`src/rtl/seg7_pkg.sv`:
```
// +--------------------------------------------------------------------------+
// | seg7_pkg: segment bit order, digit patterns and encoder FSM state types  |
// | Revision: 1.0                                                            |
// +--------------------------------------------------------------------------+
`default_nettype none

package seg7_pkg;

  // Bus order is {a,b,c,d,e,f,g} = [6:0], 1 = segment lit (common cathode)
  localparam int SEG_BIT_A = 6;
  localparam int SEG_BIT_B = 5;
  localparam int SEG_BIT_C = 4;
  localparam int SEG_BIT_D = 3;
  localparam int SEG_BIT_E = 2;
  localparam int SEG_BIT_F = 1;
  localparam int SEG_BIT_G = 0;

  localparam logic [6:0] SEG_BLANK = 7'h00;
  localparam logic [6:0] SEG_0     = 7'h7E;
  localparam logic [6:0] SEG_1     = 7'h30;
  localparam logic [6:0] SEG_2     = 7'h6D;
  localparam logic [6:0] SEG_3     = 7'h79;
  localparam logic [6:0] SEG_4     = 7'h33;
  localparam logic [6:0] SEG_5     = 7'h5B;
  localparam logic [6:0] SEG_6     = 7'h5F;
  localparam logic [6:0] SEG_7     = 7'h70;
  localparam logic [6:0] SEG_8     = 7'h7F;
  localparam logic [6:0] SEG_9     = 7'h7B;
  localparam logic [6:0] SEG_A     = 7'h77;
  localparam logic [6:0] SEG_B     = 7'h1F;
  localparam logic [6:0] SEG_C     = 7'h4E;
  localparam logic [6:0] SEG_D     = 7'h3D;
  localparam logic [6:0] SEG_E     = 7'h4F;
  localparam logic [6:0] SEG_F     = 7'h47;

  typedef enum logic [1:0] {
    IDLE   = 2'd0,
    SETTLE = 2'd1,
    HOLD   = 2'd2
  } seg_state_t;

  typedef struct packed {
    logic       err;
    logic [3:0] value;
  } seg_code_t;

endpackage

`default_nettype wire

```
`src/rtl/codificador_7seg_binario_if.sv`:
```
// +--------------------------------------------------------------------------+
// | codificador_7seg_binario_if: valid/ready result channel of the encoder   |
// | Revision: 1.0                                                            |
// +--------------------------------------------------------------------------+
`default_nettype none

interface codificador_7seg_binario_if;
  logic       out_valid;
  logic       out_ready;
  logic [3:0] out_data;
  logic       out_err;

  modport master (output out_valid, output out_data, output out_err, input out_ready);
  modport slave  (input out_valid, input out_data, input out_err, output out_ready);
endinterface

`default_nettype wire

```
`src/rtl/seg7_lookup.sv`:
```
// +--------------------------------------------------------------------------+
// | seg7_lookup: segment pattern -> {err,value}; hex A-F when HEX_DIGITS_EN  |
// | Revision: 1.0                                                            |
// +--------------------------------------------------------------------------+
`default_nettype none

module seg7_lookup
  import seg7_pkg::*;
(
  input  logic [6:0] pattern,
  output seg_code_t  code
);

  always_comb begin
    code = '{err: 1'b1, value: 4'h0};
    case (pattern)
      SEG_0:   code = '{err: 1'b0, value: 4'h0};
      SEG_1:   code = '{err: 1'b0, value: 4'h1};
      SEG_2:   code = '{err: 1'b0, value: 4'h2};
      SEG_3:   code = '{err: 1'b0, value: 4'h3};
      SEG_4:   code = '{err: 1'b0, value: 4'h4};
      SEG_5:   code = '{err: 1'b0, value: 4'h5};
      SEG_6:   code = '{err: 1'b0, value: 4'h6};
      SEG_7:   code = '{err: 1'b0, value: 4'h7};
      SEG_8:   code = '{err: 1'b0, value: 4'h8};
      SEG_9:   code = '{err: 1'b0, value: 4'h9};
`ifdef HEX_DIGITS_EN
      SEG_A:   code = '{err: 1'b0, value: 4'hA};
      SEG_B:   code = '{err: 1'b0, value: 4'hB};
      SEG_C:   code = '{err: 1'b0, value: 4'hC};
      SEG_D:   code = '{err: 1'b0, value: 4'hD};
      SEG_E:   code = '{err: 1'b0, value: 4'hE};
      SEG_F:   code = '{err: 1'b0, value: 4'hF};
`endif
      default: code = '{err: 1'b1, value: 4'h0};
    endcase
  end

endmodule

`default_nettype wire

```
`src/rtl/codificador_7seg_binario.sv`:
```
// +--------------------------------------------------------------------------+
// | codificador_7seg_binario: settle-filtered 7-seg bus -> 4-bit value, once |
// | per new pattern over valid/ready. Option macro: HEX_DIGITS_EN. Rev 1.0   |
// +--------------------------------------------------------------------------+
`default_nettype none

module codificador_7seg_binario
  import seg7_pkg::*;
#(
  parameter int STABLE_CYCLES = 4,
  parameter int CNT_W         = 3
) (
  input  logic                              clk,
  input  logic                              rst_n,
  input  logic [6:0]                        seg_in,
  codificador_7seg_binario_if.master        out_if
);

  localparam logic [CNT_W-1:0] STABLE_CNT = STABLE_CYCLES[CNT_W-1:0];
  localparam logic [CNT_W-1:0] CNT_ONE    = {{(CNT_W-1){1'b0}}, 1'b1};

  logic [6:0]       sync_meta, sync_seg;
  seg_state_t       state, state_nxt;
  logic [6:0]       cand, cand_nxt;
  logic [CNT_W-1:0] cnt, cnt_nxt;
  logic [6:0]       last_pat, last_nxt;
  logic             valid, valid_nxt;
  logic [3:0]       data, data_nxt;
  logic             err, err_nxt;
  seg_code_t        code;

  seg7_lookup u_lookup (
    .pattern (cand),
    .code    (code)
  );

  always_ff @(posedge clk or negedge rst_n) begin
    if (!rst_n) begin
      sync_meta <= SEG_BLANK;
      sync_seg  <= SEG_BLANK;
      state     <= IDLE;
      cand      <= SEG_BLANK;
      cnt       <= '0;
      last_pat  <= SEG_BLANK;
      valid     <= 1'b0;
      data      <= 4'h0;
      err       <= 1'b0;
    end else begin
      sync_meta <= seg_in;
      sync_seg  <= sync_meta;
      state     <= state_nxt;
      cand      <= cand_nxt;
      cnt       <= cnt_nxt;
      last_pat  <= last_nxt;
      valid     <= valid_nxt;
      data      <= data_nxt;
      err       <= err_nxt;
    end
  end

  always_comb begin
    state_nxt = state;
    cand_nxt  = cand;
    cnt_nxt   = cnt;
    last_nxt  = last_pat;
    valid_nxt = valid;
    data_nxt  = data;
    err_nxt   = err;
    case (state)
      IDLE: begin
        if (sync_seg != last_pat) begin
          cand_nxt  = sync_seg;
          cnt_nxt   = CNT_ONE;
          state_nxt = SETTLE;
        end
      end
      SETTLE: begin
        if (sync_seg != cand) begin
          cand_nxt = sync_seg;
          cnt_nxt  = CNT_ONE;
        end else if (cnt != STABLE_CNT) begin
          cnt_nxt = cnt + CNT_ONE;
        end else if (cand == last_pat) begin
          // Bus glitched and came back to the already reported pattern
          state_nxt = IDLE;
        end else if (cand == SEG_BLANK) begin
          last_nxt  = SEG_BLANK;
          state_nxt = IDLE;
        end else begin
          last_nxt  = cand;
          valid_nxt = 1'b1;
          data_nxt  = code.value;
          err_nxt   = code.err;
          state_nxt = HOLD;
        end
      end
      HOLD: begin
        if (out_if.out_ready) begin
          valid_nxt = 1'b0;
          state_nxt = IDLE;
        end
      end
      default: state_nxt = IDLE;
    endcase
  end

  assign out_if.out_valid = valid;
  assign out_if.out_data  = data;
  assign out_if.out_err   = err;

endmodule

`default_nettype wire

```
`src/flat_wrapper.sv`:
```
// flat-port wrapper written by rule: the top's interface ports become plain ports
module codificador_7seg_binario_flat import seg7_pkg::*;
#(
  parameter int STABLE_CYCLES = 4,
  parameter int CNT_W         = 3
)
  (clk, rst_n, seg_in, out_if_out_valid, out_if_out_data, out_if_out_err, out_if_out_ready);
  codificador_7seg_binario_if out_if_i ();
  input  logic clk;
  input  logic rst_n;
  input  logic [6:0] seg_in;
  output wire logic [$bits(out_if_i.out_valid)-1:0] out_if_out_valid;
  output wire logic [$bits(out_if_i.out_data)-1:0] out_if_out_data;
  output wire logic [$bits(out_if_i.out_err)-1:0] out_if_out_err;
  input wire logic [$bits(out_if_i.out_ready)-1:0] out_if_out_ready;
  assign out_if_out_valid = out_if_i.out_valid;
  assign out_if_out_data = out_if_i.out_data;
  assign out_if_out_err = out_if_i.out_err;
  assign out_if_i.out_ready = out_if_out_ready;
  codificador_7seg_binario #(.STABLE_CYCLES(STABLE_CYCLES), .CNT_W(CNT_W)) u_core (.clk(clk), .rst_n(rst_n), .seg_in(seg_in), .out_if(out_if_i));
endmodule
```
`config.mk`:
```
export PLATFORM = sky130hd
export DESIGN_NAME = codificador_7seg_binario_flat
export DESIGN_NICKNAME = d
export VERILOG_FILES = /design/src/rtl/seg7_pkg.sv /design/src/rtl/codificador_7seg_binario_if.sv /design/src/rtl/seg7_lookup.sv /design/src/rtl/codificador_7seg_binario.sv /design/src/flat_wrapper.sv
export SDC_FILE = /design/constraint.sdc
export NUM_CORES = 1
export LEC_CHECK = 0
export ABC_CLOCK_PERIOD_IN_PS = 3300
export CORE_MARGIN = 4
export CORE_UTILIZATION = 30
export DETAILED_ROUTE_END_ITERATION = 12
export PLACE_DENSITY = 0.45
export SETUP_SLACK_MARGIN = 0.02
export SYNTH_ARGS = -nofsm -noshare
export SYNTH_HDL_FRONTEND = slang
export SYNTH_SLANG_ARGS = --single-unit
```
`constraint.sdc`:
```
create_clock -name clk -period 3.3 [get_ports clk]
set_input_delay 0.495 -clock clk [delete_from_list [all_inputs] [get_ports clk]]
set_output_delay 0.495 -clock clk [all_outputs]
set_load 0.01 [all_outputs]
```
After elaboration in Yosys (flattened, before gate mapping)
Index checks and enable logic that the tools add are counted.
{"block": "totals", "register_bits": 39, "latch_bits": 0, "mem_bits_rw": 0, "rom_bits": 0, "in_bits": 10, "out_inout_bits": 6, "wordCells": 70, "n_memories": 0}
{"block": "classes", "n_addsub": 1, "mul": 0, "n_div": 0, "order_cmp": 0, "eq_ne": 24, "shifts": 0, "mux": 22, "bitwise_logic": 4, "n_reduce_logical": 10}
{"operator": "7-bit == test, second input constant", "n": 8}
{"operator": "5-bit one-hot mux with 10 select lines", "n": 1}
{"operator": "7-bit 2-to-1 mux", "n": 3}
{"operator": "7-bit by 6-bit == test with 1-bit output, second input constant", "n": 2}
{"operator": "7-bit inequality test", "n": 2}
{"operator": "7-bit one-hot mux with 2 select lines", "n": 1}
{"operator": "2-bit 2-to-1 mux", "n": 6}
{"operator": "2-bit inequality test, second input constant", "n": 5}
{"operator": "3-bit 2-to-1 mux", "n": 3}
{"operator": "4-bit AND reduction", "n": 2}
{"operator": "7-bit == test", "n": 1}
{"operator": "7-bit zero test", "n": 1}
{"operator": "2-bit one-hot mux with 3 select lines", "n": 1}
{"operator": "3-bit one-hot mux with 2 select lines", "n": 1}
{"operator": "3-bit AND reduction", "n": 2}
{"operator": "6-bit AND reduction", "n": 1}
{"operator": "1-bit 2-to-1 mux", "n": 5}
{"operator": "5-bit AND reduction", "n": 1}
{"operator": "2-bit by 1-bit inequality test with 1-bit output, second input constant", "n": 2}
{"operator": "1-bit NOT", "n": 4}
{"operator": "2-bit nonzero test", "n": 2}
{"operator": "3-bit by 1-bit adder with 3-bit output, second input constant", "n": 1}
{"operator": "3-bit by 1-bit inequality test with 1-bit output, second input constant", "n": 1}
{"operator": "3-bit inequality test, second input constant", "n": 1}
{"operator": "other kinds (4)", "n": 4}

Longest topological paths before layout
{"block": "logic_depth", "word_depth": 6, "mapped_depth": 8}

Hierarchy
A second synthesis with hierarchy kept.
{"block": "unflattened", "cells_unflattened": 142, "hier_area_um2": 1809.2}
{"mod": "codificador_7seg_binario", "n_inst": 1, "cells_per_inst": 118, "area_each_um2": 1661.6, "seq_area_each_um2": 975.9}
{"mod": "seg7_lookup", "n_inst": 1, "cells_per_inst": 24, "area_each_um2": 147.6, "seq_area_each_um2": 0.0}

Least setup slack after synthesis
No wires, ideal clock.
{"block": "synth_path", "path_kind": "flip-flop to flip-flop", "start": "register u_core.cand[3]", "end": "register u_core.data[0] (netlist: u_core.out_if.out_data[0])", "setup_ps": 125, "arrival_time_ps": 2215, "required_time_ps": 3175, "slack_ps": 960, "stages_incl_launch_ff": 9, "path_buffers": 3, "period_less_slack_ps": 2340, "path_cell_list": "dfrtp_1 > buf_6 > xnor2_2 > nand4_1 > or4b_1 > buf_6 > or3_1 > buf_6 > mux2_4"}
{"block": "synth_between", "elab_chain_cells": 3, "elab_cells_between_ends": 18, "classes_between": "eq/ne (12); mux (1); bitwise (3); reduce/logical (2)"}
{"item": "start, declared", "line_no": "codificador_7seg_binario.sv:24", "rtl": "logic [6:0] cand, cand_nxt;"}
{"item": "start signal, assigned", "line_no": "codificador_7seg_binario.sv:52", "rtl": "cand <= cand_nxt;"}
{"item": "branches (longest 3 deep; another with 5-bit one-hot mux with 10 select lines)"}
{"item": "end signal, assigned", "line_no": "codificador_7seg_binario.sv:56", "rtl": "data <= data_nxt;"}
{"item": "end, declared", "line_no": "codificador_7seg_binario.sv:28", "rtl": "logic [3:0] data, data_nxt;"}
Several ways; the timed one is not identified.
A chain may end at the register's enable or synchronous reset.

Worst setup path after layout
{"block": "layout_path", "start": "register u_core.cand[1]", "end": "register u_core.data[0] (netlist: u_core.out_if.out_data[0])"}
The elaborated chain is that of the path after synthesis.

==> summary.md <==
| Metric | Value |
|---|---|
| Initial core utilization | `0.310` |
| Max Buffers Root-to-Sink | `2` |
| DR vias | `1165` |
| Setup crit start kind | `flop` |
| Final hold vios | `0` |
| Root Driver | `clkbuf_8` |
| Worst setup EP type | `flop` |
| Initial antenna violation count | `0` |
| Fmax achieved | `368 MHz` |
| Syn Inst Count | `155` |
| Area leader, netlist | `dfrtp_1` |
| Total die area | `7480 um^2` |
| Reg power frac | `0.551` |
| Worst-path clk slew | `0.07 ns` |
| Vias in the first global route | `1225` |
| Largest net degree at the start of global routing | `40` |
| H-tree levels | `2` |
| Fraction of final layout cells sized beyond drive strength 1 | `0.175` |
| Unrepaired setup endpoints after global routing | `false` |
| Hpwl dp | `2470 um` |
| Clk sinks | `39` |
| Total global routing overflow | `0` |
| Switch share | `0.223` |
| R2R cell count | `5` |
| Hold-fix buffers, CTS | `0` |
| Post-Syn Area | `1850 um^2` |
| IO Count | `16` |
| Final #Nets | `182` |
| WL/cell | `13.9 um` |
| Area added between synthesis and finish | `16.2%` |
| Overall Global Routing Usage | `0.103` |
| Synth top area share | `0.528` |
| Origin of the critical flop-to-flop path | `u_core.cand[1]` |
| Ys async rst share | `1.00` |
| Pwr/cell area | `431 nW/um^2` |
| Synth cell types | `36` |
| Post-CTS setup buffer count | `0` |
| Final Critical Period | `2.72 ns` |
| Vias per inst | `4.74` |
| Mapped Avg Cell Area | `11.9 um^2` |
| Peak VDD IR | `165 uV` |
| WS Path Type | `reg -> reg` |
| HP Class | `in -> async` |
| Internal power | `718 uW` |
| Port bufs | `15` |
| Cell with the most instances after synthesis | `dfrtp_1` |
| Primary FF master, synth | `dfrtp_1` |
| Worst skew pair latency | `0.28 ns` |
| Outcome | `complete, no violations` |
| Antenna diode count | `0` |
| Final number of setup-violating endpoints | `0` |
| Finished Cell Area | `2150 um^2` |
| Number of synthesized flops with an enable pin | `0` |
| Core area | `5960 um^2` |
| CP required | `3.47 ns` |
| Synth area leaders | `dfrtp_1 (53%), mux2_2 (8.5%), xnor2_1 (5.7%), xor2_1 (3.8%), mux2_4 (3.2%)` |
| Final Slew Violations | `0` |
| First-pass GRT wire length | `5950 um` |
| Clk pwr share | `0.374` |
| Max-cap viol count | `0` |
| Final Cycle Share | `0.824` |
| CP Launch Point | `u_core.cand[1]` |
| Arrival time at the worst endpoint | `2.89 ns` |
| Syn Nets | `167` |
| Ys Warns | `0` |
| Clock skew | `0.00383 ns` |
| Fin util | `0.361` |
| Post-DP Area | `2050 um^2` |
| Least-Margin Pin Slew | `0.873 ns` |
| FP Rows | `28` |
| CTS tree | `done` |
| Die W | `86.5 um` |
| Post-route ant nets | `0` |
| Gate power share | `0.075` |
| Worst slew margin | `0.418` |
| Leak pwr | `0.000949 uW` |
| FF+latch count, synth | `39` |
| Commonest cells in the netlist | `dfrtp_1 (39), mux2_2 (14), xnor2_1 (12)` |
| Sequential area share after synthesis | `0.528` |
| Num CTS Buffers | `5` |
| DRC viols | `0` |
| FF-to-FF End | `u_core.out_if.out_data[0]` |
| Gp weighted congestion | `0.814` |
| Setup TNS | `0 ns` |
| Vert. Die Dim | `86.5 um` |
| DRT Pass-1 Iters | `3` |
| Post_cts resized | `0` |
| Reg2Reg Setup Slack | `0.58 ns` |
| WL final | `3410 um` |
| DRT iter0 DRCs | `83` |
| Fillers | `600` |
| Switch Pwr | `206 uW` |
| Maximum fanout along the worst path | `12` |
==> layout by cell type, fill, tap and decap left out, types with 3 or more instances in the layout <==
cell | netlist | layout
mux2_4 | 4 | 4
o21ai_0 | 3 | 3
nor4_1 | 4 | 4
xor2_1 | 8 | 8
inv_1 | 5 | 5
clkbuf_8 | 0 | 7
nand2b_1 | 4 | 4
dfrtp_1 | 39 | 39
clkdlybuf4s50_1 | 0 | 14
nand4_1 | 4 | 4
mux2_2 | 14 | 14
buf_4 | 0 | 3
nor3_1 | 5 | 5
xnor2_1 | 12 | 12
a21oi_1 | 3 | 3
nand2_1 | 10 | 10
nor2_1 | 6 | 6
==> cells by family (layout without fill, tap and decap cells) <==
family                   after synthesis  after routing  share of synthesized area
buffers and inverters                 15             31                     0.0440
AND/OR/NAND/NOR                       45             45                      0.139
AO/OA/AOI/OAI                         14             14                     0.0487
XOR/XNOR                              21             21                      0.104
adder cells (fa/ha/maj)                2              2                     0.0135
flip-flops                            39             39                      0.528
multiplexers                          19             19                      0.123
==> flip-flops by register name, indices dropped and copies added (netlist names) <==
register	cells
u_core.cand	7
u_core.last_pat	7
u_core.sync_meta	7
u_core.sync_seg	7
u_core.out_if.out_data	4
u_core.cnt	3
u_core.state	2
u_core.out_if.out_err	1
u_core.out_if.out_valid	1
==> critical path, cell delays in order (launching register included) <==
cell and delay, ns:
dfrtp_1 0.58, xnor2_1 0.17, nand4_1 0.15, or4b_1 0.76
or3_1 0.60, mux2_4 0.34
==> routing by layer <==
metal | wire [um] | GRT usage | part of all wire | up-vias
met2 | 1600 | 0.164 | 0.47 | 25
met1 | 1570 | 0.130 | 0.46 | 566
met5 | 0 | 0 | 0 | -
li1 | - | - | - | 565
met3 | 160 | 0.0314 | 0.047 | 9
met4 | 73 | 0.0439 | 0.021 | 0
==> final cells by class <==
cell class	instances	area (um^2)	area share
Timing Repair Buffer	18	168	0.0781
Sequential cell	39	976	0.455
Multi-Input combinational cell	101	791	0.368
Clock buffer	8	100	0.0466
Inverter	5	18.8	0.00874
Tap cell	75	93.8	0.0437
==> how the worst max path moves through the flow <==
stage / endpoint / slack [ns] / cells after the start
after global routing: u_core.out_if.out_data[3] / 0.47 / 5
final: u_core.out_if.out_data[0] / 0.58 / 5
after global placement: u_core.out_if.out_data[3] / 0.65 / 5
after CTS: u_core.out_if.out_data[0] / 0.56 / 5
after detailed placement: u_core.out_if.out_data[0] / 0.59 / 5
after floorplan: u_core.out_if.out_data[0] / 0.96 / 8
==> stage by stage <==
stage	power [uW]	hold slack [ns]	setup slack (ns)	instances
3_3_place_gp	588	0.334	0.652	238
3_5_place_dp	589	0.336	0.585	238
4_1_cts	946	0.353	0.559	246
5_1_grt	974	0.357	0.466	246
2_1_floorplan	557	0.199	0.960	155
6_report	924	0.305	0.581	246
==> power groups by stage <==
stage	Combinational [uW]	Sequential, uW	Clock, uW
after floorplan	47.3	510	0
after global placement	70.1	518	0
after detailed placement	70.3	519	0
after CTS	70.7	510	366
after global routing	78.1	512	385
final	68.9	510	346
(Power assumes the default switching activity.)
